$ cat config.mk
export PLATFORM = sky130hd
export DESIGN_NAME = regfile_write_port
export DESIGN_NICKNAME = d
export VERILOG_FILES = /design/src/rtl/regfile_write_port.sv
export SDC_FILE = /design/constraint.sdc
export NUM_CORES = 1
export LEC_CHECK = 0
export ABC_AREA = 0
export ABC_CLOCK_PERIOD_IN_PS = 3900
export BUFFER_PORTS_ARGS = -buffer_cell sky130_fd_sc_hd__buf_2
export CORE_MARGIN = 8
export CORE_UTILIZATION = 50
export DETAILED_ROUTE_END_ITERATION = 16
export PLACE_DENSITY = 0.7
export SETUP_SLACK_MARGIN = 0.1
export SKIP_LAST_GASP = 1
export SYNTH_ARGS = -nofsm -noshare
export SYNTH_HDL_FRONTEND = slang
export SYNTH_SLANG_ARGS = --single-unit
export TNS_END_PERCENT = 100
$ cat constraint.sdc
create_clock -name clock -period 3.9 [get_ports clock]
set_input_delay 0.78 -clock clock [delete_from_list [all_inputs] [get_ports clock]]
set_output_delay 0.78 -clock clock [all_outputs]
set_load 0.01 [all_outputs]
$ cat src/rtl/regfile_write_port.sv
// Register-file write port: buffers write requests in a small FIFO, retires them
// one per permitted cycle as a registered one-hot write, and forwards pending data.
module regfile_write_port #(
    parameter int DEPTH = 4
) (
    input  logic        clock,
    input  logic        reset_n,
    input  logic        in_valid,
    output logic        in_ready,
    input  logic [4:0]  in_addr,
    input  logic [31:0] in_data,
    input  logic        drain_en,
    output logic [31:0] wr_onehot,
    output logic [31:0] wr_data,
    input  logic [4:0]  rd_addr,
    output logic        byp_hit,
    output logic [31:0] byp_data,
    output logic        idle
);

    localparam int PW = $clog2(DEPTH);
    localparam int CW = PW + 1;
    localparam logic [CW-1:0] FULL = CW'(DEPTH);

    logic [4:0]    addr_q [DEPTH];
    logic [31:0]   data_q [DEPTH];
    logic [PW-1:0] wr_ptr;
    logic [PW-1:0] rd_ptr;
    logic [CW-1:0] count;
    logic [PW-1:0] idx;
    logic          push;
    logic          pop;

    assign in_ready = reset_n && (count != FULL);
    assign push     = in_valid && in_ready;
    assign pop      = drain_en && (count != '0);
    assign idle     = (count == '0) && (wr_onehot == '0);

    always_ff @(posedge clock) begin
        if (!reset_n) begin
            wr_ptr    <= '0;
            rd_ptr    <= '0;
            count     <= '0;
            wr_onehot <= '0;
            wr_data   <= '0;
        end else begin
            if (push) wr_ptr <= wr_ptr + PW'(1);
            if (pop)  rd_ptr <= rd_ptr + PW'(1);
            case ({push, pop})
                2'b10:   count <= count + CW'(1);
                2'b01:   count <= count - CW'(1);
                default: count <= count;
            endcase
            // Register zero is hardwired, so its writes are dropped at retirement.
            wr_onehot <= '0;
            if (pop && (addr_q[rd_ptr] != 5'd0)) begin
                wr_onehot <= 32'd1 << addr_q[rd_ptr];
                wr_data   <= data_q[rd_ptr];
            end
        end
    end

    // Entry storage needs no reset: push is already blocked while reset_n is low.
    always_ff @(posedge clock) begin
        if (push) begin
            addr_q[wr_ptr] <= in_addr;
            data_q[wr_ptr] <= in_data;
        end
    end

    // Scan oldest to youngest so that the last match (the youngest) wins.
    always_comb begin
        byp_hit  = 1'b0;
        byp_data = '0;
        idx      = '0;
        if (rd_addr != 5'd0) begin
            if (wr_onehot[rd_addr]) begin
                byp_hit  = 1'b1;
                byp_data = wr_data;
            end
            for (int i = 0; i < DEPTH; i++) begin
                idx = rd_ptr + PW'(i);
                if ((CW'(i) < count) && (addr_q[idx] == rd_addr)) begin
                    byp_hit  = 1'b1;
                    byp_data = data_q[idx];
                end
            end
        end
    end

endmodule

Word level (Yosys, flattened, before mapping)
Memory sizes are Yosys's and may differ from the RTL's. A register that Yosys moved wholly into a read port is not among the register bits.
Cells that the tools add are included.
{ "op_classes": {"n_shift": 1, "n_addsub": 6, "n_eq_ne": 7, "muxes": 21, "n_reduce_logical": 16, "n_lt_le_gt_ge": 5} }
{ "op_table": {"columns": ["cell", "n"], "rows": [
  ["two-way mux 32 bit", 6],
  ["zero test 32 bit", 1],
  ["<< shifter 1 x 5 -> 32 bit, first input constant", 1],
  ["== test 5 bit", 4],
  ["nonzero test 5 bit", 2],
  ["logical AND 1 bit", 9],
  ["two-way mux 1 bit", 9],
  ["two-way mux 2 bit", 4],
  ["< comparator 1 x 3 -> 1 bit, first input constant", 2],
  ["< comparator 2 x 3 -> 1 bit, first input constant", 2],
  ["< comparator 5 x 6 -> 1 bit, second input constant", 1],
  ["case mux 3 bit (2 select lines)", 1],
  ["binary-select mux 1 bit (select 5 bit)", 1],
  ["adder 2 x 1 -> 2 bit, second input constant", 2],
  ["adder 2 bit, second input constant", 2],
  ["adder 3 x 1 -> 3 bit, second input constant", 1],
  ["zero test 3 bit", 1],
  ["inequality test 3 bit, second input constant", 1],
  ["nonzero test 3 bit", 1],
  ["subtractor 3 x 1 -> 3 bit, second input constant", 1],
  ["== test 2 x 1 -> 1 bit, second input constant", 1],
  ["== test 2 bit, second input constant", 1],
  ["AND reduction 2 bit", 1],
  ["nonzero test 2 bit", 1]
]} }
{ "totals": {"mem_count": 2, "output_inout_bits": 99, "ramBits": 148, "register_bits": 71, "inputBits": 46, "wordCells": 63} }
{ "mem_list": {"columns": ["name", "words", "word_bits", "read_ports", "rd_clocked_by_memory_dff", "write_ports", "line", "rtl"], "rows": [
  ["data_q", 4, 32, 4, 1, 1, "26", "logic [31:0] data_q [DEPTH];"],
  ["addr_q", 4, 5, 4, 1, 1, "25", "logic [4:0] addr_q [DEPTH];"]
]} }

Longest topological paths before layout
Gate-level depths: netlist of the first run.
{ "depth": {"word_depth": 8, "depth_mapped": 11, "mapped_depth_nobuf": 9} }

Least setup slack after synthesis of the first run
No wires, ideal clock.
{ "synth_path": {"path_kind": "in2out", "from": "input rd_addr[2]", "to": "output byp_data[10]", "required_time_ps": 3120, "slack_ps": 519, "path_buffers": 3, "arrival_time_ps": 2601, "path_stages": 9, "cell_sequence": "buf_2 -> buf_2 -> mux2i_1 -> a22oi_1 -> nand3_1 -> nand4_1 -> clkbuf_1 -> a311oi_2 -> o311ai_2"} }
{ "synth_via": {"elab_chain_cells": 8, "word_cells_on_any_way": 17, "classes_between": "eq/ne: 4; mux: 8; reduce/logical: 5"} }
{ "synth_lines": {"columns": ["item", "line", "rtl"], "rows": [
  ["start: declaration", "15", "input logic [4:0] rd_addr,"],
  ["binary-select mux 1 bit (select 5 bit)", "77", "if (wr_onehot[rd_addr]) begin"],
  ["two-way mux 1 bit (not written as such)", "77", null],
  ["two-way mux 32 bit", "77", null],
  ["two-way mux 32 bit (4 in series)", "83", "if ((CW'(i) < count) && (addr_q[idx] == rd_addr)) begin"],
  ["two-way mux 32 bit (*)", "76", "if (rd_addr != 5'd0) begin"],
  ["end: declaration", "17", "output logic [31:0] byp_data,"]
]} }
Mark *: on every way between the ends. The rest lies on a longest branch, timed or not. The select of a mux whose other input is x is not followed.

Worst setup path after layout of the first run
{ "layout_path": {"from": "register rd_ptr[0]", "to": "output byp_data[31]"} }
{ "layout_via": {"elab_chain_cells": 8, "word_cells_on_any_way": 15, "classes_between": "add/sub: 3; eq/ne: 3; mux: 4; reduce/logical: 3; memory: 2"} }
{ "layout_lines": {"columns": ["item", "line", "rtl"], "rows": [
  ["start: declaration", "28", "logic [PW-1:0] rd_ptr;"],
  ["start signal: assignment", "48", "if (pop) rd_ptr <= rd_ptr + PW'(1);"],
  ["adder 2 x 1 -> 2 bit", "82", "idx = rd_ptr + PW'(i);"],
  ["memory (4 x 5 bit)", null, null],
  ["== test 5 bit", "83", null],
  ["logical AND 1 bit", "83", null],
  ["two-way mux 32 bit (2 in series)", "83", null],
  ["two-way mux 32 bit (*)", "83", null],
  ["two-way mux 32 bit (*)", "76", null]
]} }
Mark *: on every way between the ends. The rest lies on a longest branch, timed or not.

==> results.toml, run 1 <==
[clocking]
clk_path_buf_depth = 3
cts_max_level = 1
insertion_delay_ns = 0.52
clock-sinks = 221
cts_tree = "built"
cts-root-buf = "clkbuf_16"
holdBufCountCts = 0
cts_made_buffers = 24
clkTransAtPathRegs_ns = 0.06

[setup_path]
cpMostUsedCell = "buf_12"
crit_chain = "buf_12 > buf_12 > mux4_2 > xor2_1 > nor4_2 > and4_4 > buf_12 > nand3_1 > o311ai_2 > buf_2"
path_class = "flop to output port"
cp.depth = 10
crit_path_end_kind = "output port"
crit_slowest_cell = "mux4_2"
cp.arrival_ns = 3.13
crit_buf_inv = 4
crit_path_max_incr_delay_ns = 0.51
rr_endpoint = "data_q[1][6]"
r2r_slack_ns = 1.23
crit_fanout = 16
r2r-start = "count[0]"
start_kind = "flop"
critPathTopFamily = "simple AND/OR/NAND/NOR gates"
rr_worst_depth = 5
cp.required_ns = 3.12

[logic_synthesis]
synth_cells = 936
synth_ff_type = "edfxtp_1"
syn_area_per_cell_um2 = 13.9
yosysWarnings = 0
yosysTopAreaCell = "edfxtp_1"
synth_seq_area_share_pct = 45.3
ys_ff_latch = 221
syn_nets = 991
synthArstFlopShare_pct = 0
ys_types = 50
synthTopCellsByArea = "edfxtp_1 (34%), mux4_2 (26%), dfxtp_1 (11%), o311ai_2 (3.6%), a311oi_2 (3.3%)"
synth_top_area_share_pct = 34.1
syn-cell-area_um2 = 13000
synth_edf_count = 148

[sta]
min_period_over_period_pct = 100
tightest_slew_ns = 1.14
drv_slew = 0
slew_headroom_pct = 23.8
rsz0062_at_grt = "true"
fmax_mhz = 256
min_period_ns = 3.91
hold_viol = 0
finalSetupViolations = 1
skew_ns = 0.0117
setup_ws_ns = -0.0122

[global_routing]
grtUsageTotal_pct = 22.1
grt_antenna_before_repair = 6
grt_pass1_wl_mm = 54.2
grt_max_degree = 84
grt_pass1_vias = 9375
grt_overflow = 0

[flow_run]
drv_cap = 0

[cells_and_area]
layout_common_cells = "mux4_2 (148), edfxtp_1 (148), buf_2 (144)"
drive_above_1_share_pct = 43.0
area_growth_syn_to_layout_pct = 16.9
nets = 1132
fin_util_pct = 58.9
fillers = 2035
seq_area_um2 = 5920
multi_input_area_um2 = 6710

[die]
die_h_um = 177
core.rowCount = 59
dieArea_um2 = 31500
io_pins = 145
initial_core_util_pct = 50.4
core_um2 = 25800
die_x_um = 177

[drt]
postRouteAntennaNets = 0
dr.first_iter.drc_count = 777
drt-wirelength-per-cell_um = 24.9
vias = 9209
remaining_drc_errors = 0
wl_mm = 35.7
first_pass_iters = 5
vias_per_cell = 6.44

[power_and_ir_drop]
p_leak_nw = 5.21
powerDensity_nw_per_um2 = 544
finalPower_mw = 8.29
peakVddDrop_mv = 0.501

[worst_hold_path]
min_to = "wr_data[29]"
worstHoldPathType = "flop to flop"
whs_path_depth = 2
hp-start = "wr_data[29]"

[place]
portBuffers = 144
gp_congestion = 0.812
dp_hpwl_mm = 23.0

[status]
status = "finished with violations"
violations = "setup timing"
worst reg2reg max path, cell delays in order (launching register included):
cell	delay [ns]
dfxtp_1	0.50
inv_1	0.12
ha_1	0.23
a21oi_1	0.37
and3_2	0.71
buf_4	0.41
registers in the layout (all words and copies together), names as in the netlist, named ones only:
name	cells
data_q	128
wr_onehot	32
rd_ptr	2
wr_ptr	2
addr_q	20
wr_data	32
count	3
cells in the mapped netlist (2+ instances only):
library cell,count
a21boi_0,3
a21boi_1,24
a21oi_1,12
a22oi_1,5
a311oi_1,3
a311oi_2,29
and2_1,4
and3_1,5
buf_1,7
buf_2,21
buf_4,3
buf_6,12
clkbuf_1,44
dfxtp_1,73
edfxtp_1,148
ha_1,9
inv_1,10
mux2i_1,17
mux4_2,148
nand2_1,112
nand2b_1,8
nand3_1,42
nand4_1,2
nor2_1,71
nor2b_1,2
nor3b_1,33
nor4_1,8
nor4_2,3
o21ai_0,2
o311ai_1,3
o311ai_2,29
or2_1,3
or3_1,2
xnor2_1,13
xor2_1,11
timing repair:
item                       CTS  global route
cloned                       1             2
gates resized for setup     20             5
setup endpoints to repair   33            33
pin swaps                    4             3
buffers inserted            19             3
cell type report:
class / instances / area share (%)
Inverter: 10 / 0.247
Tap cell: 335 / 2.75
Multi-Input combinational cell: 618 / 44.0
Clock inverter: 7 / 0.263
Timing Repair Buffer: 202 / 8.97
Clock buffer: 37 / 4.82
Antenna cell: 1 / 0.0164
Sequential cell: 221 / 38.9
routing by layer:
| layer | global-route usage [%] | share of wire (%) | up-vias |
|---|---|---|---|
| li1 | - | - | 4027 |
| met1 | 28.3 | 40 | 4706 |
| met2 | 37.3 | 49 | 396 |
| met3 | 4.49 | 7.9 | 72 |
| met4 | 6.91 | 2.5 | 8 |
| met5 | 0 | 0.11 | - |
report_power, final:
| part | internal [mW] | leakage (nW) | switching [mW] | total, mW |
|---|---|---|---|---|
| combinational | 1.59 | 2.89 | 1.59 | 3.18 |
| sequential | 2.70 | 1.94 | 0.201 | 2.90 |
| clock | 1.29 | 0.383 | 0.913 | 2.21 |
| total | 5.59 | 5.21 | 2.70 | 8.29 |
stage by stage:
step | instances | instance area (um2) | worst slack, ns | setup TNS [ns] | hold WS, ns
6_report | 1431 | 15200 | -0.0122 | -0.0122 | 0.479
5_1_grt | 1431 | 15200 | -0.137 | -3.26 | 0.462
4_1_cts | 1425 | 15100 | -0.0211 | -0.0262 | 0.456
3_5_place_dp | 1361 | 14100 | 0.256 | 0 | 0.473
3_3_place_gp | 1361 | 14100 | 0.269 | 0 | 0.468
2_1_floorplan | 936 | 13000 | 0.519 | 0 | 0.469
cell families (layout without fill, tap and decap cells):
kind of cell	count (synthesis)	count (layout)	share of synthesized area, %
AOI/OAI and AO/OA	116	116	10.2
xor gates and xnor gates	25	25	1.74
adders and majority gates	9	9	0.864
buffers and inverters	97	256	3.77
DFF	221	221	45.3
muxes	165	165	26.9
other	1	2	0.0288
and+or+nand+nor	302	302	11.2
worst max-delay path by stage:
stage / slack, ns / to / from
2_1_floorplan: 0.52 / byp_data[10] / rd_addr[2]
4_1_cts: -0.02 / byp_data[31] / rd_ptr[0]
6_report: -0.01 / byp_data[31] / rd_ptr[0]
3_5_place_dp: 0.26 / byp_data[1] / rd_ptr[0]
3_3_place_gp: 0.27 / byp_data[30] / rd_ptr[0]
5_1_grt: -0.14 / byp_data[26] / rd_ptr[0]
(Power assumes the default switching activity.)
==> run 2, diff against run 1 <==
--- a/config.mk
+++ b/config.mk
@@ -5,7 +5,7 @@
 export SDC_FILE = /design/constraint.sdc
 export NUM_CORES = 1
 export LEC_CHECK = 0
-export ABC_AREA = 0
+export ABC_AREA = 1
 export ABC_CLOCK_PERIOD_IN_PS = 3900
 export BUFFER_PORTS_ARGS = -buffer_cell sky130_fd_sc_hd__buf_2
 export CORE_MARGIN = 8
==> results.toml, run 2 <==
[setup_path]
crit_path_end_kind = "output port"
path_class = "flop to output port"
cp.arrival_ns = 2.89
cp.required_ns = 3.12
r2r_slack_ns = 1.07
crit_fanout = 24
rr_endpoint = "wr_onehot[1]"
start_kind = "flop"
rr_worst_depth = 11

[clocking]
insertion_delay_ns = 0.54
holdBufCountCts = 0
cts_made_buffers = 25
clk_path_buf_depth = 3
clock-sinks = 221
clkTransAtPathRegs_ns = 0.06
cts-root-buf = "clkbuf_16"
cts_max_level = 1
cts_tree = "built"

[logic_synthesis]
synthTopCellsByArea = "edfxtp_1 (33%), nand2_1 (14%), dfxtp_1 (11%), nor2_1 (8.9%), o21ai_0 (8.0%)"
ys_ff_latch = 221
syn-cell-area_um2 = 13400
syn_area_per_cell_um2 = 7.07
synth_edf_count = 148
yosysTopAreaCell = "edfxtp_1"
synth_seq_area_share_pct = 44.0
synth_cells = 1900
synth_ff_type = "edfxtp_1"
syn_nets = 1955
synthArstFlopShare_pct = 0
synth_top_area_share_pct = 33.1
synth.most_common_cell = "nand2_1"
synth_commonest_cells = "nand2_1 (506), nor2_1 (319), o21ai_0 (216)"
ys_types = 36
yosysWarnings = 0

[worst_hold_path]
worstHoldPathType = "primary input to flop"
min_to = "data_q[1][18]"
whs_path_depth = 1
hp-start = "in_data[18]"

[cells_and_area]
seq_area_um2 = 5920
area_growth_syn_to_layout_pct = 15.3
largest_register = "data_q"
layout_common_cells = "nand2_1 (504), nor2_1 (315), o21ai_0 (216)"
largest_reg_flops = 128
nets = 2064
stdcell_area_um2 = 15500
fin_util_pct = 58.1
multi_input_area_um2 = 6350
fillers = 2406
layout_commonest_cell = "nand2_1"
largestRegisters = "data_q: 128 flops, wr_data: 32 flops, wr_onehot: 32 flops"
drive_above_1_share_pct = 13.9

[die]
initial_core_util_pct = 50.4
core_um2 = 26700
die_h_um = 180
dieArea_um2 = 32400
die_x_um = 180
core.rowCount = 60
io_pins = 145

[sta]
fmax_mhz = 273
setup-tns-final_ns = 0
min_period_ns = 3.67
rsz0062_at_grt = "false"
min_period_over_period_pct = 94.0
tightest_slew_ns = 0.751
drv_slew = 0
fin_hold_ws_ns = 0.455
skew_ns = 0.0152
hold_viol = 0
slew_headroom_pct = 49.8
finalSetupViolations = 0

[power_and_ir_drop]
p_leak_nw = 7.00
peakVddDrop_mv = 0.387
powerDensity_nw_per_um2 = 612

[drt]
dr.first_iter.drc_count = 1495
drt-wirelength-per-cell_um = 18.4
vias_per_cell = 5.68
postRouteAntennaNets = 0
wl_mm = 43.6
remaining_drc_errors = 0
first_pass_iters = 6
vias = 13483

[global_routing]
grt_pass1_vias = 12851
grt_pass1_wl_mm = 69.0
grt_overflow = 0
grtUsageTotal_pct = 26.0
grt_antenna_before_repair = 6
grt_max_degree = 94

[place]
portBuffers = 144
gp_congestion = 0.932
placed_cell_area_um2 = 14400
dp_hpwl_mm = 27.7

[flow_run]
drv_cap = 0

[status]
status = "complete, no violations"
-- run 2: worst max-delay path, cell delays in order (launching register included) --
cell,delay [ns]
dfxtp_4,0.44
buf_4,0.14
nor2_2,0.05
buf_4,0.18
a21oi_1,0.25
nand2_1,0.08
nand2_1,0.06
nand2_1,0.05
nor2_1,0.12
nand2_1,0.08
nor2_2,0.22
buf_12,0.23
nor2_1,0.06
nand2_1,0.13
a21oi_1,0.09
buf_2,0.14
-- run 2: cell type report --
cell class / instances / area share, %
clock buffers: 36 / 4.77
flip-flops and latches: 221 / 38.2
diodes: 4 / 0.0647
repair buffers: 204 / 8.53
multi-input cells: 1397 / 41.0
clock inverters: 10 / 0.703
well taps: 341 / 2.76
inverters: 160 / 3.94
-- run 2: stage by stage --
step	total power [mW]	setup slack (ns)	cells
2_1_floorplan	5.67	0.586	1900
4_1_cts	9.33	0.0829	2361
3_5_place_dp	6.89	0.350	2313
5_1_grt	10.1	0.0895	2373
3_3_place_gp	6.84	0.385	2313
6_report	9.48	0.233	2373
-- run 2: per-layer routing --
metal  track usage, %  up-vias  part of all wire, %
li1                 -     6455                    -
met5                0        -                0.057
met1             33.2     6138                   41
met4             11.3        4                  3.6
met2             42.5      762                   45
met3             5.06      124                  9.9
-- run 2: worst max-delay path by stage --
stage | start | end | cells after the start | slack [ns]
after floorplan | reset_n | addr_q[0][0] | 4 | 0.59
after global placement | rd_addr[0] | byp_data[4] | 14 | 0.38
after detailed placement | rd_addr[0] | byp_data[4] | 14 | 0.35
after CTS | rd_ptr[0] | byp_data[29] | 14 | 0.08
after global routing | rd_ptr[0] | byp_data[11] | 15 | 0.09
final | rd_ptr[0] | byp_data[11] | 15 | 0.23
-- run 2: where the power goes --
part | total [mW] | switching (mW) | internal (mW)
Sequential | 2.89 | 0.183 | 2.71
Combinational | 4.17 | 2.86 | 1.31
Clock | 2.42 | 0.968 | 1.45
-- run 2: cell families after synthesis --
logic type,Yosys count,synth area share (%)
AO/OA/AOI/OAI,395,15.8
XOR/XNOR,5,0.326
adder cells (fa/ha/maj),9,0.839
buffers and inverters,282,9.17
flip-flops,221,44.0
multiplexers,3,0.224
other,1,0.0279
AND/OR/NAND/NOR,984,29.6
-- run 2: repair_timing --
action	in CTS	in global routing
pin swaps	1	3
gates resized for setup	9	25
gates cloned	0	1
setup endpoints to repair	33	33
setup buffers	2	7
